File: config.mk
export PLATFORM = sky130hd
export DESIGN_NAME = spi_master_sevenseg
export DESIGN_NICKNAME = d
export VERILOG_FILES = /design/src/rtl/spi_master_sevenseg.sv
export SDC_FILE = /design/constraint.sdc
export NUM_CORES = 1
export LEC_CHECK = 0
export BUFFER_PORTS_ARGS = -buffer_cell sky130_fd_sc_hd__buf_2
export CORE_AREA = 2 2 47 66
export DETAILED_ROUTE_END_ITERATION = 8
export DIE_AREA = 0 0 49 68
export PLACE_DENSITY = 0.65
export SLEW_MARGIN = 20
export SYNTH_ARGS = -nofsm -noshare
export SYNTH_HDL_FRONTEND = slang
export SYNTH_SLANG_ARGS = --single-unit
File: constraint.sdc
create_clock -name clk -period 3.5 [get_ports clk]
set_input_delay 0.35 -clock clk [delete_from_list [all_inputs] [get_ports clk]]
set_output_delay 0.35 -clock clk [all_outputs]
set_load 0.005 [all_outputs]
File: src/rtl/spi_master_sevenseg.sv
// SPI mode-0 initiator for the seven-segment display slave: serialises
// 6-bit {cmd, nibble} frames MSB first, with a one-entry holding register.
module spi_master_sevenseg #(
   parameter int CLK_DIV    = 4,
   parameter int TAIL_CLKS  = 0,
   parameter int GAP_CYCLES = 4
) (
   input  logic       clk,
   input  logic       rst_n,
   input  logic       in_valid_i,
   output logic       in_ready_o,
   input  logic [1:0] in_cmd_i,
   input  logic [3:0] in_data_i,
   output logic       sclk_o,
   output logic       ss_o,
   output logic       mosi_o,
   output logic       busy_o,
   output logic       done_o
);

   localparam int NBITS   = 6 + TAIL_CLKS;
   localparam int CNT_MAX = (CLK_DIV > GAP_CYCLES) ? CLK_DIV : GAP_CYCLES;
   localparam int CW      = $clog2(CNT_MAX + 1);
   localparam int BW      = $clog2(NBITS + 1);

   localparam logic [CW-1:0] DIV_LAST = CW'(CLK_DIV - 1);
   localparam logic [CW-1:0] GAP_LAST = CW'(GAP_CYCLES - 1);
   localparam logic [BW-1:0] BIT_LAST = BW'(NBITS - 1);

   typedef enum logic [2:0] {
      S_IDLE  = 3'd0,
      S_SETUP = 3'd1,
      S_HIGH  = 3'd2,
      S_LOW   = 3'd3,
      S_GAP   = 3'd4
   } state_e;

   state_e        state_q, state_d;
   logic [CW-1:0] div_cnt_q, div_cnt_d;
   logic [BW-1:0] bit_cnt_q, bit_cnt_d;
   logic [5:0]    shift_q, shift_d;
   logic [5:0]    hold_q, hold_d;
   logic          hold_valid_q, hold_valid_d;
   logic          in_ready_q, in_ready_d;
   logic          sclk_q, sclk_d;
   logic          ss_q, ss_d;
   logic          mosi_q, mosi_d;
   logic          busy_q, busy_d;
   logic          done_q, done_d;
   logic          accept_s;

   // State and output registers
   always_ff @(posedge clk or negedge rst_n) begin
      if (!rst_n) begin
         state_q      <= S_IDLE;
         div_cnt_q    <= '0;
         bit_cnt_q    <= '0;
         shift_q      <= 6'd0;
         hold_q       <= 6'd0;
         hold_valid_q <= 1'b0;
         in_ready_q   <= 1'b1;
         sclk_q       <= 1'b0;
         ss_q         <= 1'b1;
         mosi_q       <= 1'b0;
         busy_q       <= 1'b0;
         done_q       <= 1'b0;
      end else begin
         state_q      <= state_d;
         div_cnt_q    <= div_cnt_d;
         bit_cnt_q    <= bit_cnt_d;
         shift_q      <= shift_d;
         hold_q       <= hold_d;
         hold_valid_q <= hold_valid_d;
         in_ready_q   <= in_ready_d;
         sclk_q       <= sclk_d;
         ss_q         <= ss_d;
         mosi_q       <= mosi_d;
         busy_q       <= busy_d;
         done_q       <= done_d;
      end
   end

   // Next-state logic: frame sequencing and holding-register handshake
   always_comb begin
      state_d      = state_q;
      div_cnt_d    = div_cnt_q;
      bit_cnt_d    = bit_cnt_q;
      shift_d      = shift_q;
      hold_d       = hold_q;
      hold_valid_d = hold_valid_q;
      sclk_d       = sclk_q;
      ss_d         = ss_q;
      mosi_d       = mosi_q;
      done_d       = 1'b0;
      accept_s     = in_valid_i && in_ready_q;

      case (state_q)
         S_IDLE: begin
            if (hold_valid_q) begin
               shift_d      = hold_q;
               hold_valid_d = 1'b0;
               ss_d         = 1'b0;
               mosi_d       = hold_q[5];
               sclk_d       = 1'b0;
               div_cnt_d    = '0;
               bit_cnt_d    = '0;
               state_d      = S_SETUP;
            end else begin
               state_d = S_IDLE;
            end
         end
         S_SETUP: begin
            if (div_cnt_q == DIV_LAST) begin
               div_cnt_d = '0;
               sclk_d    = 1'b1;
               state_d   = S_HIGH;
            end else begin
               div_cnt_d = div_cnt_q + CW'(1);
            end
         end
         S_HIGH: begin
            if (div_cnt_q == DIV_LAST) begin
               div_cnt_d = '0;
               sclk_d    = 1'b0;
               // Final falling edge and ss release share one edge, so ss is
               // low for exactly two half-periods per transmitted clock.
               if (bit_cnt_q == BIT_LAST) begin
                  ss_d    = 1'b1;
                  mosi_d  = 1'b0;
                  done_d  = 1'b1;
                  state_d = S_GAP;
               end else begin
                  bit_cnt_d = bit_cnt_q + BW'(1);
                  shift_d   = {shift_q[4:0], 1'b0};
                  mosi_d    = shift_q[4];
                  state_d   = S_LOW;
               end
            end else begin
               div_cnt_d = div_cnt_q + CW'(1);
            end
         end
         S_LOW: begin
            if (div_cnt_q == DIV_LAST) begin
               div_cnt_d = '0;
               sclk_d    = 1'b1;
               state_d   = S_HIGH;
            end else begin
               div_cnt_d = div_cnt_q + CW'(1);
            end
         end
         S_GAP: begin
            if (div_cnt_q == GAP_LAST) begin
               div_cnt_d = '0;
               state_d   = S_IDLE;
            end else begin
               div_cnt_d = div_cnt_q + CW'(1);
            end
         end
         default: begin
            state_d = S_IDLE;
            sclk_d  = 1'b0;
            ss_d    = 1'b1;
            mosi_d  = 1'b0;
         end
      endcase

      // Accept only when the hold register is empty, so it never meets a load
      if (accept_s) begin
         hold_d       = {in_cmd_i, in_data_i};
         hold_valid_d = 1'b1;
      end else begin
         hold_d = hold_d;
      end

      in_ready_d = !hold_valid_d;
      busy_d     = hold_valid_d || (state_d != S_IDLE);
   end

   assign in_ready_o = in_ready_q;
   assign sclk_o     = sclk_q;
   assign ss_o       = ss_q;
   assign mosi_o     = mosi_q;
   assign busy_o     = busy_q;
   assign done_o     = done_q;

endmodule

==> flow_summary.ini, run 1 <==
[run_status]
status = complete, no violations

[final_layout]
drive_gt1_share_pct = 22.5
diodes = 0
nFillCells = 274
instances_no_fill = 166
nets = 142
postLayoutCellArea_um2 = 1430
syn_to_final_growth_pct = 9.26
utilization_pct = 51.3

[power_and_ir_drop]
power_report.internal_total_uw = 452
power_uw = 584
power.switching_uw = 133
power_leakage_nw = 0.634
powerDensity_nw_per_um2 = 408
netSwitchingFraction_pct = 22.7
clockPowerShare_pct = 30.3
pwr-share-comb_pct = 8.7
p_seq_share_pct = 61.0
ir_drop_mv = 0.361

[routing]
drt_pass1_iterations = 4
wl_per_cell_um = 15.8
vias_per_cell = 5.91
dr_wl_met3_um = 36
wl_met1_um = 1100
maxUsedRoutingLayer = met4
vias = 981
final_antenna_net_count = 0
dr.first_iter.drc_count = 29
drc_errors = 0
wl_met2_um = 1470
routed_wl_um = 2630

[cts]
path_clk_slew_ns = 0.09
cts_tree = done
post_cts_resized = 0
post_cts_buffers = 0
clkLatencyLatePin_ns = 0.27
clockBufferDepth = 2
ctsHoldBuffers = 0
cts_max_level = 1
numCtsBuffers = 3
root_buffer = clkbuf_8
cts_sinks = 27

[place]
dpl.cell_count = 162
port_buffers = 14
place.gp.congestion = 0.823
postPlaceCellArea_um2 = 1380
dpl.hpwl_um = 1860

[timing]
clock_skew_ns = 0.00168
rsz0062_at_grt = false
setup_viol = 0
tns_ns = 0
slew_viol_final = 0
hold_violations = 0
tightest_slew_ns = 0.609
fmax_mhz = 516
layout_min_cycle_time_ns = 1.94
slew_headroom_pct = 59.4
period_share_pct = 55.4

[setup_path]
worstPathMaxFanout = 7
crit_type = reg -> reg
worstPathRequired_ns = 3.67
critPathMaxStageDelay_ns = 0.48
crit_chain = ha_1 > a211oi_1 > nand3_1 > a31o_2
cp-start-kind = flop
cp.arrival_ns = 2.11
crit_slowest_cell = a211oi_1
end_kind = flop

[die]
die-area_um2 = 3330
die_h_um = 68
core_um2 = 2790
die_w_um = 49
rows = 23
initial_core_util_pct = 47.0
io_pins = 15

[global_routing]
grt_pass1_vias = 1011
grt_max_degree = 28
grt-ovfl-total = 0
grt_pass1_wl_um = 4450
grt_antenna_before_repair = 0
grtUsageTotal_pct = 17.7

[synth]
ys_types = 41
ys_ff_latch = 27
syn_nets = 130
yosys_warnings = 0
syn_area_um2 = 1310
yosysSeqAreaShare_pct = 51.7
syn_inst = 118
synth_area_per_cell_um2 = 11.1

[min_path]
hp-class = in -> async

[job]
maxCapViolCount = 0
==> routing by layer <==
metal / global-route usage (%) / vias to the layer above
met4: 8.93 / 0
met5: 0 / -
met3: 2.18 / 2
met1: 19.4 / 506
met2: 33.9 / 8
li1: - / 465
==> worst max-delay path, delay by kind of cell, from the launching register on <==
family	cells	cell delay, ns
compound gates	2	0.83
fa+ha+maj	1	0.24
simple gates	1	0.35
flops	1	0.42
==> layout make-up <==
type                            count  area, um^2  share of cell area, %
Clock buffer                        3        41.3                   2.88
Tap cell                           37        46.3                   3.23
Inverter                            3        11.3                  0.786
Timing Repair Buffer               14        70.1                   4.89
Sequential cell                    27         678                   47.3
Clock inverter                      1        7.51                  0.524
Multi-Input combinational cell     81         578                   40.3
==> flip-flops by register name, indices dropped and copies added (netlist names) <==
name          cells
bit_cnt_q         3
busy_o            1
div_cnt_q         3
done_o            1
hold_q            6
hold_valid_q      1
in_ready_o        1
mosi_o            1
sclk_o            1
shift_q           5
ss_o              1
state_q           3
==> worst paths after layout <==
path                               from          to  slack [ns]  depth (start not counted)
setup / recovery           bit_cnt_q[0]  shift_q[0]        1.56                          4
hold / removal                    rst_n      done_o        0.08                          1
setup reg to reg           bit_cnt_q[0]  shift_q[0]        1.56                          4
hold reg to reg                    ss_o        ss_o        0.49                          2
max in group asynchronous         rst_n  shift_q[2]        3.03                          1
min in group clk            in_cmd_i[0]   hold_q[4]        0.30                          2
==> power groups by stage <==
stage               logic [mW]  registers (mW)  clock network (mW)
global route            0.0571           0.360               0.197
detailed placement      0.0520           0.363                   0
global placement        0.0501           0.362                   0
finish                  0.0508           0.356               0.177
CTS                     0.0522           0.356               0.183
floorplan               0.0362           0.356                   0
==> cells in the final DEF, fill, tap and decap left out, types with 2 or more instances in the layout <==
master / n
o32ai_1: 3
inv_1: 3
and2_1: 2
buf_2: 14
clkbuf_8: 3
a211oi_1: 2
mux2_2: 6
o21ai_0: 6
or3_1: 3
nand3b_1: 4
a311oi_1: 2
nand4_1: 2
o21a_1: 3
ha_1: 3
nand2_1: 8
nor2b_1: 3
dfrtp_1: 25
a21oi_1: 6
nor4_1: 2
a31oi_1: 2
nor2_1: 6
mux2i_1: 2
dfstp_2: 2
==> metrics by stage <==
stage	setup slack (ns)	hold WS, ns
after floorplan	1.97	0.0544
final	1.56	0.0778
after detailed placement	1.60	0.393
after global routing	1.47	0.129
after CTS	1.58	0.0944
after global placement	1.69	0.391
==> cell usage after synthesis, drive strengths merged <==
| library cell | number | area (um^2) |
|---|---|---|
| nand3b | 4 | 30.0 |
| clkbuf | 2 | 7.51 |
| nor4b | 1 | 15.0 |
| nand4 | 2 | 12.5 |
| a211o | 1 | 8.76 |
| nor4 | 2 | 12.5 |
| dfrtp | 25 | 626 |
| dfstp | 2 | 52.6 |
| nand2 | 8 | 30.0 |
| a311oi | 2 | 17.5 |
| ha | 3 | 37.5 |
| o2bb2ai | 1 | 8.76 |
| buf | 5 | 36.3 |
| nor3b | 1 | 7.51 |
| inv | 3 | 11.3 |
| mux2i | 2 | 20.0 |
| nor3 | 1 | 5.00 |
| o21a | 3 | 22.5 |
| o211a | 1 | 10.0 |
| o21ai | 6 | 30.0 |
| a31oi | 2 | 12.5 |
| nor2b | 3 | 18.8 |
| and3 | 1 | 6.26 |
| nand2b | 1 | 6.26 |
| or3 | 3 | 18.8 |
| a211oi | 2 | 15.0 |
| o32ai | 3 | 26.3 |
| a2111o | 1 | 11.3 |
| nor2 | 6 | 22.5 |
| o32a | 1 | 10.0 |
| mux2 | 6 | 67.6 |
| a31o | 1 | 8.76 |
| or4b | 1 | 13.8 |
| o2111ai | 1 | 8.76 |
| a21oi | 6 | 30.0 |
| and2 | 2 | 12.5 |
| o211ai | 1 | 7.51 |
| a32oi | 1 | 8.76 |
| nand3 | 1 | 5.00 |
==> cell families (layout without fill, tap and decap cells) <==
group                      count (synthesis)  in the layout  synth area share, %
adders and majority gates                  3              3                 2.86
and+or+nand+nor                           37             37                 16.5
DFF                                       27             27                 51.7
buffers and inverters                     10             21                 4.20
muxes                                      8              8                 6.68
AOI/OAI and AO/OA                         33             33                 18.0
Note: power is estimated with default switching activity, not from simulation.
==> inputs of run 2 (changes only) <==
PLACE_DENSITY = 0.68   (was 0.65)
clock period = 1.7 ns   (was 3.5 ns; I/O delays follow)
==> flow_summary.ini, run 2 (synthesized netlist as in run 1, its figures left out) <==
[cts]
numCtsBuffers = 3
root_buffer = clkbuf_8
cts_tree = done
clockBufferDepth = 2
cts_max_level = 1
cts_sinks = 27
path_clk_slew_ns = 0.09
clkLatencyLatePin_ns = 0.28

[power_and_ir_drop]
p_seq_share_pct = 60.1
power_report.internal_total_uw = 935
powerDensity_nw_per_um2 = 792
ir_drop_mv = 0.721
pwr-share-comb_pct = 9.2
power.switching_uw = 279
power_mw = 1.21
netSwitchingFraction_pct = 23.0
power_leakage_nw = 0.692
clockPowerShare_pct = 30.6

[timing]
hold_violations = 0
setup_viol = 0
period_share_pct = 94.4
setup_ws_ns = 0.0958
clock_skew_ns = 0.00291
layout_min_cycle_time_ns = 1.60
slew_viol_final = 0
slew_headroom_pct = 60.8
fmax_mhz = 623
worst_hold_slack_ns = 0.117
tightest_slew_ns = 0.589

[global_routing]
grt_antenna_before_repair = 0
grt_pass1_vias = 1010
grt-ovfl-total = 0
grt_pass1_wl_um = 4580
grtUsageTotal_pct = 18.2
grt_max_degree = 28

[die]
rows = 23
die-area_um2 = 3330
core_um2 = 2790
initial_core_util_pct = 47.0
die_h_um = 68
io_pins = 15
die_w_um = 49

[place]
dpl.hpwl_um = 1980
pre_cts_ws_ns = -0.0210
port_buffers = 14
dpl.cell_count = 172
place.gp.congestion = 0.928
postPlaceCellArea_um2 = 1460

[routing]
routed_wl_um = 2690
vias_per_cell = 5.62
final_antenna_net_count = 0
drc_errors = 0
drt_pass1_iterations = 4
vias = 1000
dr.first_iter.drc_count = 27
wl_per_cell_um = 15.1

[min_path]
hp-class = in -> reg

[job]
maxCapViolCount = 0

[final_layout]
syn_to_final_growth_pct = 16.9
drive_gt1_share_pct = 29.8
nFillCells = 262
diodes = 0
final_common_cell = dfrtp_1
instances_no_fill = 178
reg.largest.list = hold_q x6, shift_q x5
postLayoutCellArea_um2 = 1530
nets = 154
mostFrequentLayoutCells = dfrtp_1, buf_2, buf_4, nand2_1
largest_reg_flops = 6
top_register = hold_q

[run_status]
status = complete, no violations

[setup_path]
worstPathRequired_ns = 1.90
end_kind = flop
cp.arrival_ns = 1.81
worstPathMaxFanout = 8
crit_type = reg -> reg
cp-start-kind = flop
==> run 2: changes by cell type in the layout (fill, tap and decap cells not counted), sizes merged <==
| cell | previous run | this run |
|---|---|---|
| dlygate4sd3 | 0 | 1 |
| buf | 14 | 25 |
==> run 2: repair_timing <==
item | CTS | global route
buffers inserted | 0 | 1
endpoints found under the setup margin | 3 | 3
hold buffers | 1 | 0
resized for setup | 1 | 1
endpoints found under the hold margin | 25 | 0
==> run 2: path summary, 6_finish.rpt <==
| kind | start | end | slack (ns) | depth (start not counted) |
|---|---|---|---|---|
| max in group asynchronous | rst_n | state_q[2] | 0.90 | 2 |
| max | div_cnt_q[0] | state_q[2] | 0.1 | 5 |
| max reg2reg | div_cnt_q[0] | state_q[2] | 0.1 | 5 |
| min in group asynchronous | rst_n | sclk_o | 0.42 | 2 |
| min | in_data_i[0] | hold_q[0] | 0.12 | 2 |
| min reg2reg | ss_o | ss_o | 0.49 | 2 |
==> run 2: worst max-delay path, stage by stage, from the launching register on <==
cell      delay [ns]
dfrtp_1         0.40
ha_1            0.22
buf_4           0.13
nand3b_1        0.22
or3_1           0.41
a21oi_1         0.15
==> run 2: area by class of cell <==
| type | instances | area (um^2) | share of cell area [%] |
|---|---|---|---|
| clock inverter | 1 | 7.51 | 0.490 |
| timing repair buffer | 26 | 163 | 10.6 |
| inverter | 3 | 11.3 | 0.735 |
| tap | 37 | 46.3 | 3.02 |
| sequential | 27 | 678 | 44.2 |
| clock buffer | 3 | 41.3 | 2.69 |
| multi-input combinational | 81 | 586 | 38.2 |
==> run 2: metrics by stage <==
stage                     utilization, %  setup TNS [ns]
final                               54.9               0
after floorplan                        -               0
after CTS                           54.5               0
after detailed placement            52.3         -0.0210
after global routing                54.9        -0.00377
after global placement              52.3               0
==> run 2: power by group through the flow <==
stage | Clock [mW] | Combinational, mW | Sequential [mW]
finish | 0.372 | 0.112 | 0.730
global route | 0.408 | 0.127 | 0.739
CTS | 0.378 | 0.115 | 0.732
detailed placement | 0 | 0.113 | 0.745
global placement | 0 | 0.108 | 0.741
floorplan | 0 | 0.0745 | 0.733
==> run 2: per-layer routing <==
layer	track usage, %	vias to the layer above	wire [um]
li1	-	488	-
met1	20.7	485	1120
met2	33.6	21	1440
met3	2.84	6	68
met4	8.93	0	62
met5	0	-	0
==> inputs of run 3 (changes only) <==
--- a/config.mk
+++ b/config.mk
@@ -8,6 +8,6 @@
 export BUFFER_PORTS_ARGS = -buffer_cell sky130_fd_sc_hd__buf_2
-export CORE_AREA = 2 2 47 66
+export CORE_AREA = 2 2 47 67
 export DETAILED_ROUTE_END_ITERATION = 8
-export DIE_AREA = 0 0 49 68
-export PLACE_DENSITY = 0.68
+export DIE_AREA = 0 0 49 69
+export PLACE_DENSITY = 0.67
 export SLEW_MARGIN = 20
==> constraint.sdc (replaced) <==
create_clock -name clk -period 1.7 [get_ports clk]
set_input_delay 0.255 -clock clk [delete_from_list [all_inputs] [get_ports clk]]
set_output_delay 0.255 -clock clk [all_outputs]
set_load 0.005 [all_outputs]
==> flow_summary.ini, run 3 (synthesized netlist as in run 1, its figures left out) <==
[run_status]
status = complete, no violations

[timing]
slew_headroom_pct = 61.2
tns_ns = 0
hold_violations = 0
clock_skew_ns = 0.00278
layout_min_cycle_time_ns = 1.61
rsz0062_at_grt = false
worst_hold_slack_ns = 0.202
slew_viol_final = 0
tightest_slew_ns = 0.582
period_share_pct = 94.8
fmax_mhz = 621
setup_ws_ns = 0.0892
setup_viol = 0

[routing]
drc_errors = 0
drt_pass1_iterations = 4
wl_per_cell_um = 16.0
routed_wl_um = 2800
dr.first_iter.drc_count = 25
final_antenna_net_count = 0
vias = 1007
vias_per_cell = 5.75

[setup_path]
cp.arrival_ns = 1.82
end_kind = flop
worstPathRequired_ns = 1.90
r2r_slack_ns = 0.09
crit_slowest_cell = a311oi_1
worstPathMaxFanout = 5
startpoint = div_cnt_q[0]
ff2ff_path_depth = 4
critPathMaxStageDelay_ns = 0.48
cp-start-kind = flop
r2r_start = div_cnt_q[0]
crit_chain = ha_1 > nor2b_2 > a311oi_1 > o2bb2ai_1
crit_type = reg -> reg

[power_and_ir_drop]
p_seq_share_pct = 59.9
powerDensity_nw_per_um2 = 805
clockPowerShare_pct = 30.9
power_mw = 1.22
power.switching_uw = 280
power_report.internal_total_uw = 935
netSwitchingFraction_pct = 23.1
ir_drop_mv = 0.666
pwr-share-comb_pct = 9.3
power_leakage_nw = 0.677

[final_layout]
drive_gt1_share_pct = 28.3
final_common_cell = dfrtp_1
diodes = 0
syn_to_final_growth_pct = 15.2
reg.largest.list = hold_q x6, shift_q x5
largest_reg_flops = 6
nFillCells = 265
nets = 151
mostFrequentLayoutCells = dfrtp_1, buf_2, nand2_1, buf_4
top_register = hold_q

[place]
dpl.hpwl_um = 2030
port_buffers = 14
place.gp.congestion = 0.883
pre_cts_ws_ns = 0.0908

[cts]
cts_max_level = 1
numCtsBuffers = 3
root_buffer = clkbuf_8
cts_tree = done
clockBufferDepth = 2
cts_sinks = 27
path_clk_slew_ns = 0.10
clkLatencyLatePin_ns = 0.27

[global_routing]
grt_pass1_wl_um = 4740
grt-ovfl-total = 0
grtUsageTotal_pct = 18.0
grt_antenna_before_repair = 0
grt_max_degree = 28
grt_pass1_vias = 1060

[min_path]
hold_depth = 2
hp-class = in -> reg
min_from = in_data_i[2]

[die]
io_pins = 15
die_h_um = 69
core_um2 = 2790
die-area_um2 = 3380
initial_core_util_pct = 47.0
rows = 23
die_w_um = 49

[job]
maxCapViolCount = 0
[run 3: final cells by class]
cell class	instances	area [um^2]	area share [%]
multi-input combinational	81	586	38.8
clock buffer	3	41.3	2.73
inverter	3	11.3	0.746
tap	37	46.3	3.07
timing repair buffer	23	140	9.28
clock inverter	1	7.51	0.497
sequential	27	678	44.9
[run 3: path summary, 6_finish.rpt]
kind / end
min in group asynchronous: state_q[0]
min reg2reg: ss_o
max: mosi_o
max reg2reg: mosi_o
min: hold_q[2]
max in group asynchronous: ss_o
[run 3: stage by stage]
step / utilization [%] / cell area [um^2] / instances
after floorplan: - / 1310 / 118
after global placement: 51.7 / 1440 / 170
after detailed placement: 51.7 / 1440 / 170
after CTS: 53.8 / 1500 / 175
after global routing: 54.1 / 1510 / 175
final: 54.1 / 1510 / 175
[run 3: metal layers]
layer  global-route usage (%)  routed length (um)
met1                     21.8                1150
met5                        0                   0
met4                     10.8                  76
met2                     30.4                1480
met3                     1.95                  82
[run 3: critical path, delay by kind of cell, from the launching register on]
kind,cells,cell delay [ns]
adder cells (fa/ha/maj),1,0.26
flip-flops,1,0.42
AO/OA/AOI/OAI,2,0.65
AND/OR/NAND/NOR,1,0.20
[run 3: power groups by stage]
stage,Sequential (mW),Clock [mW],Combinational [mW]
2_1_floorplan,0.733,0,0.0745
3_3_place_gp,0.737,0,0.110
3_5_place_dp,0.740,0,0.113
4_1_cts,0.727,0.383,0.115
5_1_grt,0.733,0.413,0.127
6_report,0.728,0.375,0.113
[run 3: timing repair]
action	4_1_cts	5_1_grt
resized for setup	0	2
setup buffers	0	0
endpoints found under the setup margin	0	5
hold buffers	1	0
endpoints found under the hold margin	23	0
